<file path="src/rtl/imem_loader.sv">
// Boot-time instruction memory loader: receives a length-prefixed byte
// frame from the host link, writes little-endian 32-bit words to
// consecutive word addresses from 0, and releases the CPU only after the
// data checksum matches.
module imem_loader #(
  parameter int unsigned addrSize = 32,
  parameter int unsigned dataSize = 32,
  parameter int unsigned maxWords = 64
) (
  input  logic                clk,
  input  logic                rst,
  input  logic                start,
  input  logic                in_valid,
  input  logic [7:0]          in_data,
  output logic                in_ready,
  output logic                wr_en,
  output logic [addrSize-1:0] wr_addr,
  output logic [dataSize-1:0] wr_data,
  output logic                cpu_hold,
  output logic                done,
  output logic                error,
  output logic [15:0]         word_count
);

  localparam int unsigned LenW   = 16;
  localparam int unsigned ByteW  = 8;
  localparam int unsigned PartW  = 24;

  typedef enum logic [2:0] {
    IDLE   = 3'd0,
    LEN_LO = 3'd1,
    LEN_HI = 3'd2,
    DATA   = 3'd3,
    CSUM   = 3'd4,
    DONE   = 3'd5,
    ERROR  = 3'd6
  } state_e;

  state_e              state_q, state_d;
  logic [ByteW-1:0]    len_lo_q, len_lo_d;
  logic [LenW-1:0]     len_q, len_d;
  logic [PartW-1:0]    word_buf_q, word_buf_d;
  logic [1:0]          byte_cnt_q, byte_cnt_d;
  logic [ByteW-1:0]    csum_q, csum_d;
  logic [LenW-1:0]     word_count_q, word_count_d;
  logic                in_ready_q, in_ready_d;
  logic                wr_en_q, wr_en_d;
  logic [addrSize-1:0] wr_addr_q, wr_addr_d;
  logic [dataSize-1:0] wr_data_q, wr_data_d;
  logic                cpu_hold_q, cpu_hold_d;
  logic                done_q, done_d;
  logic                error_q, error_d;

  logic                accept_c;
  logic [LenW-1:0]     len_rx_c;
  logic [LenW-1:0]     count_inc_c;

  assign accept_c    = in_valid && in_ready_q;
  assign len_rx_c    = {in_data, len_lo_q};
  assign count_inc_c = word_count_q + LenW'(1);

  // Next-state, datapath and registered-output decode.
  always_comb begin
    state_d      = state_q;
    len_lo_d     = len_lo_q;
    len_d        = len_q;
    word_buf_d   = word_buf_q;
    byte_cnt_d   = byte_cnt_q;
    csum_d       = csum_q;
    word_count_d = word_count_q;
    wr_en_d      = 1'b0;
    wr_addr_d    = wr_addr_q;
    wr_data_d    = wr_data_q;
    cpu_hold_d   = cpu_hold_q;
    done_d       = done_q;
    error_d      = error_q;

    case (state_q)
      IDLE, DONE, ERROR: begin
        if (start) begin
          state_d      = LEN_LO;
          word_count_d = '0;
          done_d       = 1'b0;
          error_d      = 1'b0;
          csum_d       = '0;
          byte_cnt_d   = '0;
          cpu_hold_d   = 1'b1;
        end
      end
      LEN_LO: begin
        if (accept_c) begin
          len_lo_d = in_data;
          state_d  = LEN_HI;
        end
      end
      LEN_HI: begin
        if (accept_c) begin
          len_d = len_rx_c;
          if (32'(len_rx_c) > maxWords) begin
            state_d = ERROR;
            error_d = 1'b1;
          end else if (len_rx_c == '0) begin
            state_d = CSUM;
          end else begin
            state_d = DATA;
          end
        end
      end
      DATA: begin
        if (accept_c) begin
          csum_d     = csum_q ^ in_data;
          byte_cnt_d = byte_cnt_q + 2'd1;
          case (byte_cnt_q)
            2'd0: word_buf_d[7:0]   = in_data;
            2'd1: word_buf_d[15:8]  = in_data;
            2'd2: word_buf_d[23:16] = in_data;
            default: begin
              wr_en_d      = 1'b1;
              wr_data_d    = dataSize'({in_data, word_buf_q});
              wr_addr_d    = addrSize'({word_count_q, 2'b00});
              word_count_d = count_inc_c;
              if (count_inc_c == len_q) begin
                state_d = CSUM;
              end
            end
          endcase
        end
      end
      CSUM: begin
        if (accept_c) begin
          if (in_data == csum_q) begin
            state_d    = DONE;
            done_d     = 1'b1;
            cpu_hold_d = 1'b0;
          end else begin
            state_d    = ERROR;
            error_d    = 1'b1;
            cpu_hold_d = 1'b1;
          end
        end
      end
      default: begin
        state_d = IDLE;
      end
    endcase

    in_ready_d = (state_d == LEN_LO) || (state_d == LEN_HI) ||
                 (state_d == DATA)   || (state_d == CSUM);
  end

  // State and output registers; reset abandons any load in progress.
  always_ff @(posedge clk or negedge rst) begin
    if (!rst) begin
      state_q      <= IDLE;
      len_lo_q     <= '0;
      len_q        <= '0;
      word_buf_q   <= '0;
      byte_cnt_q   <= '0;
      csum_q       <= '0;
      word_count_q <= '0;
      in_ready_q   <= 1'b0;
      wr_en_q      <= 1'b0;
      wr_addr_q    <= '0;
      wr_data_q    <= '0;
      cpu_hold_q   <= 1'b1;
      done_q       <= 1'b0;
      error_q      <= 1'b0;
    end else begin
      state_q      <= state_d;
      len_lo_q     <= len_lo_d;
      len_q        <= len_d;
      word_buf_q   <= word_buf_d;
      byte_cnt_q   <= byte_cnt_d;
      csum_q       <= csum_d;
      word_count_q <= word_count_d;
      in_ready_q   <= in_ready_d;
      wr_en_q      <= wr_en_d;
      wr_addr_q    <= wr_addr_d;
      wr_data_q    <= wr_data_d;
      cpu_hold_q   <= cpu_hold_d;
      done_q       <= done_d;
      error_q      <= error_d;
    end
  end

  assign in_ready   = in_ready_q;
  assign wr_en      = wr_en_q;
  assign wr_addr    = wr_addr_q;
  assign wr_data    = wr_data_q;
  assign cpu_hold   = cpu_hold_q;
  assign done       = done_q;
  assign error      = error_q;
  assign word_count = word_count_q;

endmodule

</file>
<file path="config.mk">
export PLATFORM = sky130hd
export DESIGN_NAME = imem_loader
export DESIGN_NICKNAME = d
export VERILOG_FILES = /design/src/rtl/imem_loader.sv
export SDC_FILE = /design/constraint.sdc
export NUM_CORES = 1
export LEC_CHECK = 0
export BUFFER_PORTS_ARGS = -buffer_cell sky130_fd_sc_hd__buf_2
export CAP_MARGIN = 15
export CORE_MARGIN = 2
export CORE_UTILIZATION = 55
export CTS_CLUSTER_SIZE = 24
export DETAILED_ROUTE_END_ITERATION = 7
export PLACE_DENSITY = 0.83
export SLEW_MARGIN = 20
export SYNTH_ARGS = -nofsm -noshare
export SYNTH_HDL_FRONTEND = slang
export SYNTH_SLANG_ARGS = --single-unit
export TNS_END_PERCENT = 50
</file>
<file path="constraint.sdc">
create_clock -name clk -period 2.75 [get_ports clk]
set_input_delay 0.55 -clock clk [delete_from_list [all_inputs] [get_ports clk]]
set_output_delay 0.55 -clock clk [all_outputs]
set_load 0.1 [all_outputs]
</file>
==> impl_metrics.json, run 1 <==
{
  "status": "finished, final reports clean",
  "cp_num_buf_inv": 0,
  "dp_hpwl_um": 10200,
  "seq_area_frac_synth_pct": 51.4,
  "cts-root-buf": "clkbuf_16",
  "initial_core_util_pct": 56.0,
  "fin_skew_ns": 0.00678,
  "finalNonFillerCells": 876,
  "overflow": 0,
  "postCtsHoldBufs": 0,
  "power.share.clock_pct": 28.6,
  "ios": 97,
  "post_drt_wl_per_cell_um": 17.6,
  "detail_route.vias_per_cell": 5.74,
  "synth_edf_count": 0,
  "die_w_um": 111,
  "vias": 5025,
  "path_depth": 6,
  "critical_path_class": "reg -> reg",
  "grt_max_degree": 49,
  "rsz0062_at_grt": "false",
  "cts_num_sinks": 130,
  "cts.path.max_buffers": 2,
  "synthTopCellsByArea": "dfrtp_1 (51%), nand2_1 (11%), mux2_2 (8.7%), o21ai_0 (3.6%), xor2_1 (2.5%)",
  "syn_to_final_growth_pct": 16.4,
  "cp-end-kind": "register",
  "p_comb_share_pct": 34.8,
  "finalSetupTns_ns": 0,
  "grt_pass1_wl_um": 25200,
  "synth_seq_cells": 130,
  "p_sw_w": 0.00345,
  "rr_startpoint": "word_count[3]",
  "netlist_instances": 652,
  "required_ns": 3.03,
  "die_h_um": 111,
  "grt_pass1_vias": 4992,
  "grt_usage_pct": 25.4,
  "synth_commonest_cells": "nand2_1 (179), dfrtp_1 (129), mux2_2 (49), o21ai_0 (46), nor2_1 (34)",
  "syn_avg_cell_area_um2": 9.72,
  "slew-limit-headroom_pct": 52.1,
  "crit_arrival_ns": 2.74,
  "p_sw_share_pct": 41.8,
  "fin_crit_sh_pct": 89.2,
  "core.rowCount": 39,
  "grt_antenna_before_repair": 0,
  "path_max_fanout": 10,
  "wl_um": 15400,
  "clk_pin_slew_ns": 0.06,
  "hold_class": "in -> async",
  "startpoint": "word_count[3]",
  "slowest_stage": "nor4_1",
  "fmax_mhz": 408,
  "cellPowerDensity_mw_per_mm2": 1120,
  "crit_family": "simple AND/OR/NAND/NOR gates",
  "path_cells": "nand3_1 -> nor4_1 -> xnor2_1 -> nand4_1 -> nor4_2 -> o21ai_0",
  "die_area_mm2": 0.0124,
  "drive_gt1_share_pct": 26.2,
  "rrSetupSlack_ns": 0.30,
  "io_buffers": 80,
  "synth.distinct_cells": 60,
  "critPathMaxStageDelay_ns": 0.58,
  "netlist_area_mm2": 0.00633,
  "report.final.slew_viol_count": 0,
  "placed_cells": 844,
  "finalSetupViolCount": 0,
  "crit-reg2reg-capture": "state_q[0]",
  "start_kind": "register",
  "numCtsBuffers": 17,
  "final_nets": 737,
  "drcViolationCount": 0,
  "async_flop_share_pct": 100,
  "cts_tree": "built",
  "drt_iter0_markers": 489,
  "p_seq_share_pct": 36.6,
  "synth_most_common_cell": "nand2_1",
  "gp_congestion": 0.928,
  "core_area_mm2": 0.0113,
  "cts.htree.levels": 4,
  "antenna_left": 0,
  "max_cap_violations": 0,
  "vdd_drop_max_v": 0.000896,
  "p_int_w": 0.00481,
  "synth-main-ff-cell": "dfrtp_1",
  "firstDrtPassIters": 5,
  "worst_pin_slew_ns": 0.714,
  "cts.repair.resized": 0,
  "reg2regPathDepth": 6,
  "power_leakage_nw": 3.77,
  "yosys_warnings": 0,
  "synth_top_area_share_pct": 51.0,
  "hold_viol_final": 0,
  "post_cts_buffers": 0,
  "synth_top_area_cell": "dfrtp_1",
  "post-route-util_pct": 65.1,
  "antenna_cells": 0,
  "clk_latency_ns": 0.42,
  "hold_slack_ns": 0.145,
  "period_needed_ns": 2.45
}
==> sequential cells by signal, summed over array words and instances, names as in the netlist, 2 cells and up <==
name,flops
state_q,3
byte_cnt_q,2
word_buf_q,24
word_count,16
wr_data,32
wr_addr,16
len_lo_q,8
csum_q,8
len_q,16
==> worst register-to-register path, stage by stage (launching register included) <==
cell and delay, ns:
dfrtp_1 0.53, nand3_1 0.30, nor4_1 0.58, xnor2_1 0.18, nand4_1 0.12, nor4_2 0.46, o21ai_0 0.15
==> cells by family after synthesis <==
logic type	Yosys count	share of synthesized area, %
and+or+nand+nor	276	19.3
DFF	130	51.4
AOI/OAI and AO/OA	91	9.05
buffers and inverters	66	5.79
muxes	52	9.18
xor gates and xnor gates	31	4.29
adders and majority gates	5	0.988
other	1	0.0592
==> worst max-delay path by stage <==
| stage | end | slack (ns) |
|---|---|---|
| after global placement | state_q[0] | 0.42 |
| final | state_q[0] | 0.30 |
| after detailed placement | state_q[0] | 0.32 |
| after floorplan | state_q[0] | 0.0007 |
| after global routing | state_q[0] | 0.08 |
| after CTS | state_q[0] | 0.30 |
==> power groups by stage <==
stage / Combinational (W) / Sequential [W] / Clock [W]
2_1_floorplan: 0.00143 / 0.00390 / 0
3_3_place_gp: 0.00274 / 0.00297 / 0
3_5_place_dp: 0.00283 / 0.00302 / 0
4_1_cts: 0.00287 / 0.00301 / 0.00239
5_1_grt: 0.00305 / 0.00308 / 0.00247
6_report: 0.00287 / 0.00302 / 0.00236
==> layout make-up <==
type / instances / area (um^2)
multi-input cells: 471 / 2770
inverters: 6 / 22.5
well taps: 143 / 179
clock inverters: 15 / 195
repair buffers: 94 / 520
fillers: 860 / 3950
flip-flops and latches: 130 / 3260
clock buffers: 17 / 425
==> stage by stage <==
stage	total power (W)	instance area (um^2)	worst slack [ns]
final	0.00826	7370	0.296
after CTS	0.00827	7370	0.305
after global routing	0.00860	7370	0.0809
after detailed placement	0.00585	6750	0.322
after floorplan	0.00532	6390	0.000664
after global placement	0.00572	6750	0.419
==> cells in the final DEF (no fill, tap or decap), drive strengths merged, types with 6 or more instances in the layout <==
| master | synthesis | final |
|---|---|---|
| buf | 32 | 94 |
| nand4 | 7 | 7 |
| clkbuf | 27 | 17 |
| xnor2 | 13 | 13 |
| inv | 6 | 13 |
| o21ai | 46 | 46 |
| nor4 | 12 | 12 |
| mux2 | 49 | 49 |
| dfrtp | 129 | 129 |
| nand2 | 179 | 179 |
| nor2 | 34 | 34 |
| a21oi | 9 | 9 |
| nor3 | 6 | 6 |
| conb | 1 | 16 |
| a21o | 10 | 10 |
| nand3 | 11 | 11 |
| xor2 | 18 | 18 |
==> layer usage <==
layer,vias to the layer above,share of wire [%],GRT usage [%]
met3,34,5.7,5.85
met2,207,51,42.4
li1,2299,-,-
met4,0,2.4,10.3
met1,2485,41,32.4
met5,-,0,0
(Power assumes the default switching activity.)
==> run 2, diff against run 1 <==
--- a/config.mk
+++ b/config.mk
@@ -7,7 +7,6 @@
 export LEC_CHECK = 0
 export BUFFER_PORTS_ARGS = -buffer_cell sky130_fd_sc_hd__buf_2
 export CAP_MARGIN = 15
-export CORE_MARGIN = 2
 export CORE_UTILIZATION = 55
 export CTS_CLUSTER_SIZE = 24
 export DETAILED_ROUTE_END_ITERATION = 7
==> impl_metrics.json, run 2 (synthesis results as in run 1) <==
{
  "overflow": 0,
  "drcViolationCount": 0,
  "hold_slack_ns": 0.106,
  "p_seq_share_pct": 37.0,
  "power.share.clock_pct": 27.9,
  "ios": 97,
  "io_buffers": 80,
  "crit_arrival_ns": 2.82,
  "initial_core_util_pct": 57.4,
  "die_area_mm2": 0.0120,
  "cts-root-buf": "clkbuf_16",
  "cts.path.max_buffers": 2,
  "path_max_fanout": 13,
  "drt_iter0_markers": 319,
  "die_h_um": 109,
  "final_cell_mix": "nand2_1 (178), dfrtp_1 (128), buf_2 (79)",
  "required_ns": 3.02,
  "cts_tree": "built",
  "core.rowCount": 38,
  "dp_hpwl_um": 9890,
  "p_comb_share_pct": 35.0,
  "rsz0062_at_grt": "false",
  "cts_num_sinks": 130,
  "final_common_cell": "nand2_1",
  "antenna_cells": 0,
  "cts.repair.resized": 0,
  "largest_reg_flops": 32,
  "core_area_mm2": 0.0110,
  "clk_latency_ns": 0.42,
  "drive_gt1_share_pct": 25.5,
  "fin_skew_ns": 0.00793,
  "fin_crit_sh_pct": 92.5,
  "cp-end-kind": "register",
  "numCtsBuffers": 17,
  "postCtsHoldBufs": 0,
  "cts.htree.levels": 4,
  "post_drt_wl_per_cell_um": 17.2,
  "status": "finished, final reports clean",
  "reg2regPathDepth": 6,
  "cellPowerDensity_mw_per_mm2": 1110,
  "finalSetupTns_ns": 0,
  "antenna_left": 0,
  "fmax_mhz": 393,
  "critical_path_class": "reg -> reg",
  "start_kind": "register",
  "detail_route.vias_per_cell": 5.81,
  "grt_pass1_vias": 4882,
  "period_needed_ns": 2.55,
  "max_cap_violations": 0,
  "hold_class": "in -> async",
  "die_w_um": 109,
  "gp_congestion": 0.988,
  "report.final.slew_viol_count": 0,
  "vias": 5052,
  "grt_usage_pct": 27.1,
  "finalSetupViolCount": 0,
  "slew-limit-headroom_pct": 56.3,
  "syn_to_final_growth_pct": 15.7,
  "grt_max_degree": 41,
  "power_leakage_nw": 3.75,
  "wl_um": 15000,
  "firstDrtPassIters": 5,
  "clk_pin_slew_ns": 0.05,
  "post_cts_buffers": 0,
  "hold_viol_final": 0,
  "vdd_drop_max_v": 0.000945,
  "final_nets": 735,
  "p_sw_share_pct": 40.8,
  "grt_pass1_wl_um": 24400,
  "grt_antenna_before_repair": 0,
  "p_sw_w": 0.00332,
  "p_int_w": 0.00482,
  "worst_pin_slew_ns": 0.650
}
-- run 2: cell count changes in the layout (fill, tap and decap cells not counted) --
cell,before,now
inv_8,2,0
buf_4,14,12
inv_6,5,0
clkbuf_1,0,3
clkinv_2,0,2
clkbuf_8,0,2
clkinvlp_4,4,3
-- run 2: metrics by stage --
step | power [W] | setup slack [ns] | util [%] | instance area [um^2] | std cells
2_1_floorplan | 0.00532 | 0.000664 | - | 6390 | 667
3_3_place_gp | 0.00571 | 0.441 | 61.0 | 6730 | 839
3_5_place_dp | 0.00583 | 0.277 | 61.0 | 6730 | 839
4_1_cts | 0.00814 | 0.222 | 66.4 | 7330 | 870
5_1_grt | 0.00850 | 0.0292 | 66.4 | 7330 | 870
6_report | 0.00815 | 0.205 | 66.4 | 7330 | 870
-- run 2: worst paths after layout --
path                                from             end  slack, ns
max reg2reg                word_count[0]      state_q[0]       0.20
max in group asynchronous            rst  word_buf_q[18]       1.83
min in group clk              in_data[4]     wr_data[28]       0.47
min                                  rst  word_count[15]       0.11
max                        word_count[0]      state_q[0]       0.20
min reg2reg                   wr_addr[9]      wr_addr[9]       0.47
-- run 2: cell type report --
type / count / area, um^2
fillers: 827 / 3700
flip-flops and latches: 130 / 3260
multi-input cells: 471 / 2770
repair buffers: 92 / 505
clock buffers: 22 / 464
well taps: 140 / 175
clock inverters: 9 / 131
inverters: 6 / 22.5
-- run 2: worst max-delay path: stages, from the launching register on --
cell and delay (ns):
dfrtp_1 0.48, nand3_2 0.29, nor4_1 0.67, xnor2_1 0.19, nand4_1 0.13, nor4_2 0.48, o21ai_0 0.16
-- run 2: power groups by stage --
stage | registers (W) | logic (W) | clock network [W]
after CTS | 0.00300 | 0.00285 | 0.00229
after global routing | 0.00308 | 0.00303 | 0.00239
final | 0.00302 | 0.00285 | 0.00227
after global placement | 0.00297 | 0.00274 | 0
after detailed placement | 0.00300 | 0.00282 | 0
after floorplan | 0.00390 | 0.00143 | 0
-- run 2: layer usage --
metal	routed length (um)	vias to the layer above	track usage [%]
li1	-	2295	-
met1	6270	2498	34.3
met2	7340	230	43.9
met3	1080	29	8.30
met4	286	0	10.2
met5	0	-	0
==> run 3, diff against run 2 <==
--- a/config.mk
+++ b/config.mk
@@ -5,6 +5,7 @@
 export SDC_FILE = /design/constraint.sdc
 export NUM_CORES = 1
 export LEC_CHECK = 0
+export ABC_AREA = 1
 export BUFFER_PORTS_ARGS = -buffer_cell sky130_fd_sc_hd__buf_2
 export CAP_MARGIN = 15
 export CORE_UTILIZATION = 55
==> impl_metrics.json, run 3 <==
{
  "core_area_mm2": 0.0109,
  "final_cell_mix": "nand2_1 (244), dfrtp_1 (127), buf_2 (79)",
  "synth_seq_cells": 130,
  "cts.htree.levels": 4,
  "die_w_um": 108,
  "post_cts_buffers": 0,
  "fmax_mhz": 403,
  "syn_to_final_growth_pct": 17.8,
  "placed_cells": 974,
  "cellPowerDensity_mw_per_mm2": 1370,
  "die_h_um": 108,
  "drcViolationCount": 0,
  "grt_usage_pct": 27.2,
  "firstDrtPassIters": 5,
  "crit_arrival_ns": 2.90,
  "seq_area_frac_synth_pct": 52.8,
  "hold_slack_ns": 0.310,
  "cts.path.max_buffers": 2,
  "grt_max_degree": 87,
  "post_drt_wl_per_cell_um": 14.8,
  "rsz0062_at_grt": "false",
  "regArea_mm2": 0.00326,
  "power_leakage_nw": 3.75,
  "fin_crit_sh_pct": 90.2,
  "synth_top_area_cell": "dfrtp_1",
  "drt_iter0_markers": 423,
  "slowest_stage": "dfrtp_2",
  "clk_pin_slew_ns": 0.06,
  "synth_commonest_cells": "nand2_1 (244), dfrtp_1 (129), o21ai_0 (75), inv_1 (73), nand3_1 (62)",
  "critPathMaxStageDelay_ns": 0.43,
  "required_ns": 3.17,
  "critical_path_class": "reg -> reg",
  "initial_core_util_pct": 56.7,
  "hold_class": "in -> reg",
  "largest_reg_flops": 32,
  "grt_pass1_wl_um": 24100,
  "dp_hpwl_um": 10200,
  "drive_gt1_share_pct": 16.3,
  "path_max_fanout": 8,
  "synth-main-ff-cell": "dfrtp_1",
  "numCtsBuffers": 17,
  "antenna_cells": 0,
  "path_cells": "ha_1 -> nand2_1 -> nor2_2 -> nand3_1 -> nand3_1 -> nand3_1 -> nor2_1 -> nand3_1 -> nor2_1 -> nand2_1 -> nand2_1 -> nand3_1 -> nor2_1 -> nor2_1",
  "final_common_cell": "nand2_1",
  "final_nets": 871,
  "io_buffers": 80,
  "path_common_cell": "nand3_1",
  "report.final.slew_viol_count": 0,
  "overflow": 0,
  "finalNonFillerCells": 1007,
  "hold_viol_final": 0,
  "synthTopCellsByArea": "dfrtp_1 (52%), nand2_1 (15%), o21ai_0 (6.1%), nand3_1 (5.0%), inv_1 (4.4%)",
  "cp-end-kind": "register",
  "async_flop_share_pct": 100,
  "max_cap_violations": 0,
  "vias": 5527,
  "clk_latency_ns": 0.53,
  "grt_antenna_before_repair": 0,
  "synth.distinct_cells": 35,
  "period_needed_ns": 2.48,
  "wl_um": 14900,
  "cts-root-buf": "clkbuf_8",
  "die_area_mm2": 0.0116,
  "antenna_left": 0,
  "cts_tree": "built",
  "gp_congestion": 0.899,
  "status": "finished, final reports clean",
  "cts_num_sinks": 130,
  "start_kind": "register",
  "netlist_area_mm2": 0.00617,
  "netlist_instances": 764,
  "multiInputGateArea_mm2": 0.00245,
  "fin_skew_ns": 0.00767,
  "worst_pin_slew_ns": 0.719,
  "slew-limit-headroom_pct": 52.1,
  "ios": 97,
  "synth_edf_count": 0,
  "num-fill-cells": 852,
  "grt_pass1_vias": 5020,
  "syn_avg_cell_area_um2": 8.07,
  "detail_route.vias_per_cell": 5.49,
  "yosys_warnings": 0,
  "synth_top_area_share_pct": 52.3,
  "core.rowCount": 38,
  "finalSetupTns_ns": 0,
  "finalSetupViolCount": 0,
  "vdd_drop_max_v": 0.000991,
  "synth_most_common_cell": "nand2_1"
}
## run 3: cell count changes after synthesis, sizes merged, moves of 10 or more
cell / change
nand3: +51
o22ai: +10
nor4: -11
mux2: -49
nand2: +67
a21o: -10
nor2: +18
xor2: -14
o21ai: +45
clkbuf: -16
inv: +71
## run 3: power breakdown
part / internal, W / switching (W) / leakage [nW] / total, W
Clock: 0.00123 / 0.000903 / 0.264 / 0.00213
Sequential: 0.00260 / 0.000428 / 1.71 / 0.00302
Combinational: 0.000918 / 0.00390 / 1.78 / 0.00482
## run 3: final timing paths
kind,from,to,slack [ns],depth (start not counted)
worst max-delay path,word_count[0],in_ready,0.27,14
worst min-delay path,in_data[3],len_q[11],0.31,3
worst max register to register,word_count[0],in_ready,0.27,14
worst min register to register,wr_data[4],wr_data[4],0.47,2
max in group asynchronous,rst,cpu_hold,1.56,3
min in group asynchronous,rst,wr_data[7],0.44,2
## run 3: per-stage QoR
| stage | setup slack, ns | util, % | instance area (um^2) | total power, W |
|---|---|---|---|---|
| floorplan | 0.118 | - | 6230 | 0.00690 |
| global placement | 0.456 | 61.5 | 6700 | 0.00770 |
| detailed placement | 0.369 | 61.5 | 6700 | 0.00782 |
| CTS | 0.331 | 66.8 | 7270 | 0.00997 |
| global route | 0.0708 | 66.8 | 7270 | 0.0105 |
| finish | 0.269 | 66.8 | 7270 | 0.00997 |
## run 3: timing repair
action / in CTS / in global routing
hold endpoints to repair: 18 / 0
resized for setup: 0 / 0
hold buffers: 1 / 0
## run 3: layout make-up
cell class	count	area share, %
well taps	140	2.41
clock buffers	18	5.75
clock inverters	14	1.98
inverters	77	3.98
repair buffers	94	7.37
multi-input cells	534	33.7
flip-flops and latches	130	44.8
## run 3: kinds of logic after synthesis
logic type               Yosys count  synth area share, %
AO/OA/AOI/OAI                    117                 10.0
adder cells (fa/ha/maj)            5                 1.01
buffers and inverters            115                 8.42
flip-flops                       130                 52.8
XOR/XNOR                           9                 1.28
other                              1               0.0608
AND/OR/NAND/NOR                  387                 26.5
## run 3: critical path: cells and delay by family (launching register included)
family	cells	cell delay [ns]
adder cells (fa/ha/maj)	1	0.25
flip-flops	1	0.43
AND/OR/NAND/NOR	13	1.70
## run 3: per-layer routing
metal,vias to the layer above,GRT usage (%),share of wire (%)
li1,2618,-,-
met2,260,41.8,46
met5,-,0,0
met1,2608,37.9,44
met3,41,5.57,7.2
met4,0,11.0,2.6
